File: config.mk
export PLATFORM = sky130hd
export DESIGN_NAME = iter_rect_flat
export DESIGN_NICKNAME = d
export VERILOG_FILES = /design/src/rtl/iter_rect_if.sv /design/src/rtl/iter_rect.sv /design/src/flat_wrapper.sv
export SDC_FILE = /design/constraint.sdc
export NUM_CORES = 1
export LEC_CHECK = 0
export ABC_AREA = 1
export BUFFER_PORTS_ARGS = -buffer_cell sky130_fd_sc_hd__buf_2
export CAP_MARGIN = 10
export CELL_PAD_IN_SITES_DETAIL_PLACEMENT = 2
export CELL_PAD_IN_SITES_GLOBAL_PLACEMENT = 2
export CORE_AREA = 2 2 130 132
export DETAILED_ROUTE_END_ITERATION = 12
export DIE_AREA = 0 0 132 134
export MAX_ROUTING_LAYER = met4
export PLACE_DENSITY = 0.78
export RECOVER_POWER = 25
export SLEW_MARGIN = 20
export SYNTH_ARGS = -nofsm -noshare
export SYNTH_HDL_FRONTEND = slang
export SYNTH_SLANG_ARGS = --single-unit
File: constraint.sdc
create_clock -name clk -period 2.9 [get_ports clk]
set_clock_uncertainty 0.05 [all_clocks]
set_input_delay 0.58 -clock clk [delete_from_list [all_inputs] [get_ports clk]]
set_output_delay 0.58 -clock clk [all_outputs]
set_load 0.01 [all_outputs]
File: src/rtl/iter_rect_if.sv
// Rectangle iterator bus: request fields, point stream and status lines.
// Latency: n/a (signal bundle only).
// Backpressure: oe from the consumer gates every step of the iterator.
//
// Ports (per modport):
//   slave  (iterator): in start, oe, x0, y0, w, h, outline; out x, y, drawing, busy, done
//   master (client):   the mirror image of slave
interface iter_rect_if #(
    parameter int CORDW = 10
);
    logic             start;
    logic             oe;
    logic [CORDW-1:0] x0;
    logic [CORDW-1:0] y0;
    logic [CORDW-1:0] w;
    logic [CORDW-1:0] h;
    logic             outline;
    logic [CORDW-1:0] x;
    logic [CORDW-1:0] y;
    logic             drawing;
    logic             busy;
    logic             done;

    modport master (
        output start, oe, x0, y0, w, h, outline,
        input  x, y, drawing, busy, done
    );

    modport slave (
        input  start, oe, x0, y0, w, h, outline,
        output x, y, drawing, busy, done
    );
endinterface

File: src/rtl/iter_rect.sv
// Walks the points of a filled or outlined rectangle, one point per enabled cycle.
// Latency: first point one cycle after start is taken; done pulses one cycle after the last point.
// Backpressure: oe low freezes x, y and state; each point consumes exactly one oe-high cycle.
//
// Ports: clk, rst (synchronous, active high); bus (iter_rect_if.slave) carries
//   start/oe/x0/y0/w/h/outline in and x/y/drawing/busy/done out.
// Optional build macro: ITER_RECT_CLIP_EN -- suppresses drawing for points at or
//   beyond CLIP_W/CLIP_H without changing the iteration timing.
module iter_rect #(
    parameter int          CORDW  = 10,
    parameter int unsigned CLIP_W = 640,
    parameter int unsigned CLIP_H = 480
) (
    input  logic        clk,
    input  logic        rst,
    iter_rect_if.slave  bus
);

    // IDLE encoded as zero so an uninitialised two-state register starts idle.
    typedef enum logic [1:0] {
        IDLE = 2'b00,
        DRAW = 2'b01,
        DONE = 2'b10
    } state_t;

    state_t state, state_n;

    logic [CORDW-1:0] x_q, y_q, x_n, y_n;
    logic [CORDW-1:0] xs_q, ys_q;   // latched top-left corner
    logic [CORDW-1:0] x1_q, y1_q;   // latched, saturated bottom-right corner
    logic             outl_q;
    logic             load;

    // End coordinates need one extra bit so x0+w-1 can be seen to overflow.
    logic [CORDW:0]   xe_sum, ye_sum;
    logic [CORDW-1:0] x1_n, y1_n;

    assign xe_sum = {1'b0, bus.x0} + {1'b0, bus.w} - (CORDW+1)'(1);
    assign ye_sum = {1'b0, bus.y0} + {1'b0, bus.h} - (CORDW+1)'(1);
    assign x1_n   = xe_sum[CORDW] ? '1 : xe_sum[CORDW-1:0];
    assign y1_n   = ye_sum[CORDW] ? '1 : ye_sum[CORDW-1:0];

    logic last_col, last_row, skip_mid;
    assign last_col = (x_q == x1_q);
    assign last_row = (y_q == y1_q);
    // Outline interior rows jump from the left edge straight to the right edge.
    // last_col being false here already implies the row is wider than one point.
    assign skip_mid = outl_q && (y_q != ys_q) && !last_row && (x_q == xs_q);

    logic point_visible;
`ifdef ITER_RECT_CLIP_EN
    assign point_visible = (32'(x_q) < CLIP_W) && (32'(y_q) < CLIP_H);
`else
    assign point_visible = 1'b1;
    logic unused_clip;
    assign unused_clip = CLIP_W[0] ^ CLIP_H[0];
`endif

    always_ff @(posedge clk) begin
        if (rst) begin
            state <= IDLE;
        end else begin
            state <= state_n;
        end
    end

    // Datapath needs no reset: it is only observed while in DRAW, which is
    // always entered through a load.
    always_ff @(posedge clk) begin
        x_q <= x_n;
        y_q <= y_n;
        if (load) begin
            xs_q   <= bus.x0;
            ys_q   <= bus.y0;
            x1_q   <= x1_n;
            y1_q   <= y1_n;
            outl_q <= bus.outline;
        end
    end

    always_comb begin
        state_n = state;
        x_n     = x_q;
        y_n     = y_q;
        load    = 1'b0;
        case (state)
            IDLE: begin
                if (bus.start) begin
                    load    = 1'b1;
                    x_n     = bus.x0;
                    y_n     = bus.y0;
                    state_n = (bus.w == '0 || bus.h == '0) ? DONE : DRAW;
                end
            end
            DRAW: begin
                if (bus.oe) begin
                    if (last_col) begin
                        if (last_row) begin
                            state_n = DONE;
                        end else begin
                            x_n = xs_q;
                            y_n = y_q + CORDW'(1);
                        end
                    end else if (skip_mid) begin
                        x_n = x1_q;
                    end else begin
                        x_n = x_q + CORDW'(1);
                    end
                end
            end
            DONE: begin
                state_n = IDLE;
            end
            default: begin
                state_n = IDLE;
            end
        endcase
    end

    assign bus.x       = x_q;
    assign bus.y       = y_q;
    assign bus.busy    = (state == DRAW);
    assign bus.done    = (state == DONE);
    assign bus.drawing = (state == DRAW) && bus.oe && point_visible;

endmodule

File: src/flat_wrapper.sv
// flat-port wrapper written by rule: the top's interface ports become plain ports
module iter_rect_flat 
#(
    parameter int          CORDW  = 10,
    parameter int unsigned CLIP_W = 640,
    parameter int unsigned CLIP_H = 480
)
  (clk, rst, bus_start, bus_oe, bus_x0, bus_y0, bus_w, bus_h, bus_outline, bus_x, bus_y, bus_drawing, bus_busy, bus_done);
  iter_rect_if #(.CORDW(CORDW)) bus_i ();
  input  logic clk;
  input  logic rst;
  input wire logic [$bits(bus_i.start)-1:0] bus_start;
  input wire logic [$bits(bus_i.oe)-1:0] bus_oe;
  input wire logic [$bits(bus_i.x0)-1:0] bus_x0;
  input wire logic [$bits(bus_i.y0)-1:0] bus_y0;
  input wire logic [$bits(bus_i.w)-1:0] bus_w;
  input wire logic [$bits(bus_i.h)-1:0] bus_h;
  input wire logic [$bits(bus_i.outline)-1:0] bus_outline;
  output wire logic [$bits(bus_i.x)-1:0] bus_x;
  output wire logic [$bits(bus_i.y)-1:0] bus_y;
  output wire logic [$bits(bus_i.drawing)-1:0] bus_drawing;
  output wire logic [$bits(bus_i.busy)-1:0] bus_busy;
  output wire logic [$bits(bus_i.done)-1:0] bus_done;
  assign bus_i.start = bus_start;
  assign bus_i.oe = bus_oe;
  assign bus_i.x0 = bus_x0;
  assign bus_i.y0 = bus_y0;
  assign bus_i.w = bus_w;
  assign bus_i.h = bus_h;
  assign bus_i.outline = bus_outline;
  assign bus_x = bus_i.x;
  assign bus_y = bus_i.y;
  assign bus_drawing = bus_i.drawing;
  assign bus_busy = bus_i.busy;
  assign bus_done = bus_i.done;
  iter_rect #(.CORDW(CORDW), .CLIP_W(CLIP_W), .CLIP_H(CLIP_H)) u_core (.clk(clk), .rst(rst), .bus(bus_i));
endmodule
# Word-level counts from Yosys, hierarchy flattened
# Cells that the tools add are included.
# W data, S select, Z words.
word_totals:
  register_bits: 63
  input_bits: 45
classes:
  addsub: 6
  eq_ne: 12
  n_mux: 19
  n_reduce_logical: 13
ops:
  columns: ["operator", "n"]
  rows:
  - ["$mux W10", 9]
  - ["$pmux W10 S2", 2]
  - ["$eq A10 B10 Y1", 3]
  - ["$add A10 B10 Y11", 2]
  - ["$sub A11 B1 Y11 const B", 2]
  - ["$add A10 B1 Y10 const B", 2]
  - ["$logic_not A10 Y1", 2]
  - ["$mux W2", 5]
  - ["$ne A10 B10 Y1", 1]
  - ["$reduce_and A4 Y1", 2]
  - ["$ne A2 B2 Y1 const B", 3]
  - ["$reduce_and A5 Y1", 1]
  - ["$logic_and A1 B1 Y1", 4]
  - ["$ne A2 B1 Y1 const B", 2]
  - ["$pmux W2 S2", 1]
  - ["$ne A3 B3 Y1 const B", 1]
  - ["$eq A2 B1 Y1 const B", 1]
  - ["$eq A2 B2 Y1 const B", 1]
  - ["$logic_not A2 Y1", 1]
  - ["$mux W1", 2]
  - ["$reduce_bool A2 Y1", 1]
  - ["$logic_not A1 Y1", 1]
  - ["$logic_or A1 B1 Y1", 1]

# Longest topological paths before layout
depth:
  depth_word: 8
  mapped_depth: 14
  ltp_nobuf: 13

# Worst setup path after synthesis
# Ideal clock, no wire load.
synth_path:
  path_kind: "input port to flip-flop"
  startpoint: "in bus_start"
  endpoint: "reg u_core.outl_q, enable pin"
  setup_time_ps: 440
  arrival_ps: 2348
  path_slack_ps: 63
  cell_stages: 2
  cell_sequence: "inv_1 > nor2_1"
synth_via:
  elab_chain_len: 2
synth_lines:
  columns: ["item", "line", "rtl"]
  rows:
  - ["start, declared", "flat_wrapper.sv:12", "input wire logic [$bits(bus_i.start)-1:0] bus_start;"]
  - ["$mux W1", "iter_rect.sv:88", "if (bus.start) begin"]
  - ["$mux W1", "iter_rect.sv:86", "case (state)"]
  - ["net u_core.load", "iter_rect.sv:32", "logic load;"]
  - ["end signal, assigned", "iter_rect.sv:77", "outl_q <= bus.outline;"]
  - ["end, declared", "iter_rect.sv:31", "logic outl_q;"]
# The timed path passes the listed nets, and every way through them passes these cells.
# A chain may end at the register's enable or synchronous reset.

# Worst setup path in the final report
layout_path:
  startpoint: "in bus_x0[1]"
  endpoint: "reg u_core.x1_q[7] (data pin)"
layout_via:
  elab_chain_len: 2
layout_lines:
  columns: ["item", "line", "rtl"]
  rows:
  - ["start, declared", "flat_wrapper.sv:14", "input wire logic [$bits(bus_i.x0)-1:0] bus_x0;"]
  - ["$add A10 B10 Y11", "iter_rect.sv:38", "assign xe_sum = {1'b0, bus.x0} + {1'b0, bus.w} - (CORDW+1)'(1);"]
  - ["$sub A11 B1 Y11", "iter_rect.sv:38", null]
  - ["end signal, assigned", "iter_rect.sv:75", "x1_q <= x1_n;"]
  - ["end, declared", "iter_rect.sv:30", "logic [CORDW-1:0] x1_q, y1_q;"]
# No other way between the ends.

==> summary.txt <==
Clock network
  – CTS resizes: 0
  – CTS tree: done
  – Worst-path clk slew: 0.05 ns
  – Post-CTS setup buffers: 0
  – H-tree depth: 3
  – Max clock buf depth: 2
  – CTS sink count: 63
  – Root Driver: clkbuf_16
  – Clock latency on the worst-skew pair: 0.34 ns
  – CTS Buf Count: 9
  – Hold buffer count at cts: 0

Critical path
  – Top Family by Delay on Critical Path: adder cells
  – CP arrival: 2.70 ns
  – Critical path type: in -> reg
  – Crit-path max FO: 3
  – Crit. End Element: flip-flop
  – Critical-path top delay cell: fa_1
  – Worst EP required: 2.92 ns
  – Buf/Inv on CP: 4
  – Critical path's most frequent cell: inv_1
  – Crit-path cells: clkbuf_1 -> inv_1 -> ha_1 -> inv_1 -> ha_1 -> inv_1 -> fa_1 -> o21ai_0 -> a21oi_1 -> o21ai_0 -> xor2_1 -> nand2_1
  – CP max stage delay: 0.40 ns
  – Startpoint class of the critical path: primary input

Power and ir drop
  – Logic pwr share: 30.4%
  – Clock Power Share: 31.9%
  – Final Power: 3.42 mW
  – PwrDens: 585 nW/um2
  – P_int: 2.20 mW
  – Switch share: 35.5%
  – Flop pwr share: 37.7%
  – Sw power: 1.21 mW
  – Lkg Pwr: 2.92 nW
  – Max IR drop VDD: 0.341 mV

Global routing
  – Vias in the first global route: 5024
  – Met1 Usage GRT: 25.0%
  – GR Util met3: 1.81%
  – Largest net degree at the start of global routing: 26
  – GR peak layer: met2
  – Initial antenna violation count: 0
  – Met2 Use GR: 35.6%
  – First-pass GRT wire length: 27200 um
  – Grt ovf: 0
  – Global Route Usage Sum: 20.3%

Synthesis
  – Post-synthesis register bit count: 63
  – Synth Cell Area: 4940 um2
  – Syn. warnings: 0
  – Top_reg_cell synth: edfxtp_1
  – Complex-gate fraction of the synthesized area: 6.08%
  – Top cells by count, synth: 163 x nand2_1, 151 x inv_1, 61 x edfxtp_1, 45 x nor2_1, 41 x nand3_1
  – Mapped Cells: 649
  – Synthesized net count: 736
  – Ranking of synthesized cells by area: edfxtp_1 37%, nand2_1 12%, inv_1 11%, ha_1 10%, nand3_1 4.2%
  – Post-synthesis simple-gate area fraction: 24.8%
  – Adder-cell share of the synthesized area: 10.9%
  – Async SR Flop Fraction: 0%
  – Share of the synthesized area in the top cell type: 37.1%
  – Dominant cell type by area after synthesis: edfxtp_1
  – Synth Area in XOR/XNOR: 6.86%
  – Most numerous cell in the Yosys netlist: nand2_1
  – Largest family of logic cells by synthesized area: simple AND/OR/NAND/NOR gates
  – Post-synth EDFFs: 61
  – Post-synthesis mux area share: 0%
  – Post-synth cell types: 41
  – Sequential area share after synthesis: 37.9%
  – Synthesized area per cell: 7.61 um2

Final layout
  – Reg area: 1870 um2
  – Final instance area: 5840 um2
  – Fill cells: 1981
  – Share of cells above drive strength 1: 12.4%
  – Multi-input combinational cell area: 2410 um2
  – N_diodes: 0
  – Layout area overhead: 18.2%
  – Nets: 816

Timing
  – RSZ-0062 raised after global routing: false
  – Tcrit/Tclk final: 92.4%
  – Setup TNS: 0 ns
  – Slew Limit Fails: 0
  – Slew @ Worst Pin: 0.716 ns
  – Slew headroom: 52.1%
  – Setup violators final: 0
  – Fmax achieved: 0.373 GHz
  – Minimum clock period: 2.68 ns
  – Final Hold Fails: 0

Drt
  – DRC errors left: 0
  – Via Count: 4526
  – Via density: 4.74
  – Drt pass-1 iters: 7
  – Final WL: 16700 um
  – Post-DRT Antenna Nets: 0
  – DRT iter0 DRCs: 161
  – Drt wl/cell: 17.5 um

Placement
  – Placement-stage cell area: 5580 um2
  – IO buf count: 67
  – Dpl hpwl: 13200 um
  – GP Congestion: 0.836

Run status
  – Status: complete, no violations

Floorplan
  – Site row count: 47
  – Chip height: 134 um
  – Total die area: 17700 um2
  – Die X: 132 um
  – Initial Util: 30.3%
  – IO Pins: 68
  – Core box area: 16300 um2

Job
  – Max Cap Viol: 0

Min path
  – Worst Hold Class: in -> reg
layout by cell type (no fill, tap or decap), types with 3 or more instances in the layout:
cell | Yosys | layout
nor2_1 | 45 | 44
nor2_2 | 7 | 7
inv_2 | 6 | 6
inv_1 | 151 | 151
xor2_1 | 22 | 22
buf_2 | 0 | 40
nand2_1 | 163 | 163
ha_1 | 40 | 40
clkinv_1 | 1 | 3
clkbuf_1 | 3 | 28
o21ai_0 | 26 | 26
clkbuf_16 | 0 | 9
nand4_1 | 8 | 8
a21oi_1 | 17 | 17
buf_4 | 1 | 10
nand3_1 | 41 | 41
o22ai_1 | 3 | 3
edfxtp_1 | 61 | 61
nor3_1 | 6 | 6
xnor2_1 | 13 | 13
state kept, by name, summed over array words and instances (netlist names):
signal,count
u_core.outl_q,1
u_core.y1_q,10
u_core.x1_q,10
u_core.state,2
u_core.ys_q,10
u_core.bus.y,10
u_core.bus.x,10
u_core.xs_q,10
metal layers:
layer  wire [um]  vias up  part of all wire (%)
met4         253        0                   1.5
met1        7600     2262                    46
met2        8500       60                    51
li1            -     2189                     -
met5           0        -                     0
met3         348       15                   2.1
power by group through the flow:
stage / sequential, mW / combinational, mW / clock [mW]
global route: 1.31 / 1.18 / 1.13
global placement: 1.30 / 0.972 / 0
detailed placement: 1.30 / 1.04 / 0
floorplan: 1.28 / 0.674 / 0
finish: 1.29 / 1.04 / 1.09
CTS: 1.29 / 1.06 / 1.10
final timing paths:
| check | from | endpoint | slack (ns) | cells after the start |
|---|---|---|---|---|
| setup reg to reg | u_core.bus.x[3] | u_core.bus.y[6] | 0.31 | 9 |
| setup / recovery | bus_x0[1] | u_core.x1_q[7] | 0.22 | 12 |
| hold reg to reg | u_core.state[1] | u_core.state[1] | 0.44 | 1 |
| hold / removal | bus_outline | u_core.outl_q | 0.38 | 1 |
area by class of cell:
cell class	count	area share [%]
Clock buffer	10	3.92
Clock inverter	6	1.05
Inverter	158	10.2
Multi-Input combinational cell	419	41.3
Sequential cell	63	32.1
Tap cell	220	4.71
Timing Repair Buffer	78	6.79
cells by family (layout without fill, tap and decap cells):
group,after synthesis,count (layout)
fa+ha+maj,42,42
buf+inv,167,252
xor+xnor,37,37
compound gates,55,55
flops,63,63
simple gates,285,285
through the flow:
stage	hold WS (ns)	instances	setup slack, ns	util, %
2_1_floorplan	0.394	649	0.0626	-
3_3_place_gp	0.412	938	0.0580	34.3
3_5_place_dp	0.438	938	-0.0938	34.3
4_1_cts	0.369	954	0.237	36.1
5_1_grt	0.377	954	0.0502	35.8
6_report	0.376	954	0.221	35.8
(Power assumes the default switching activity.)
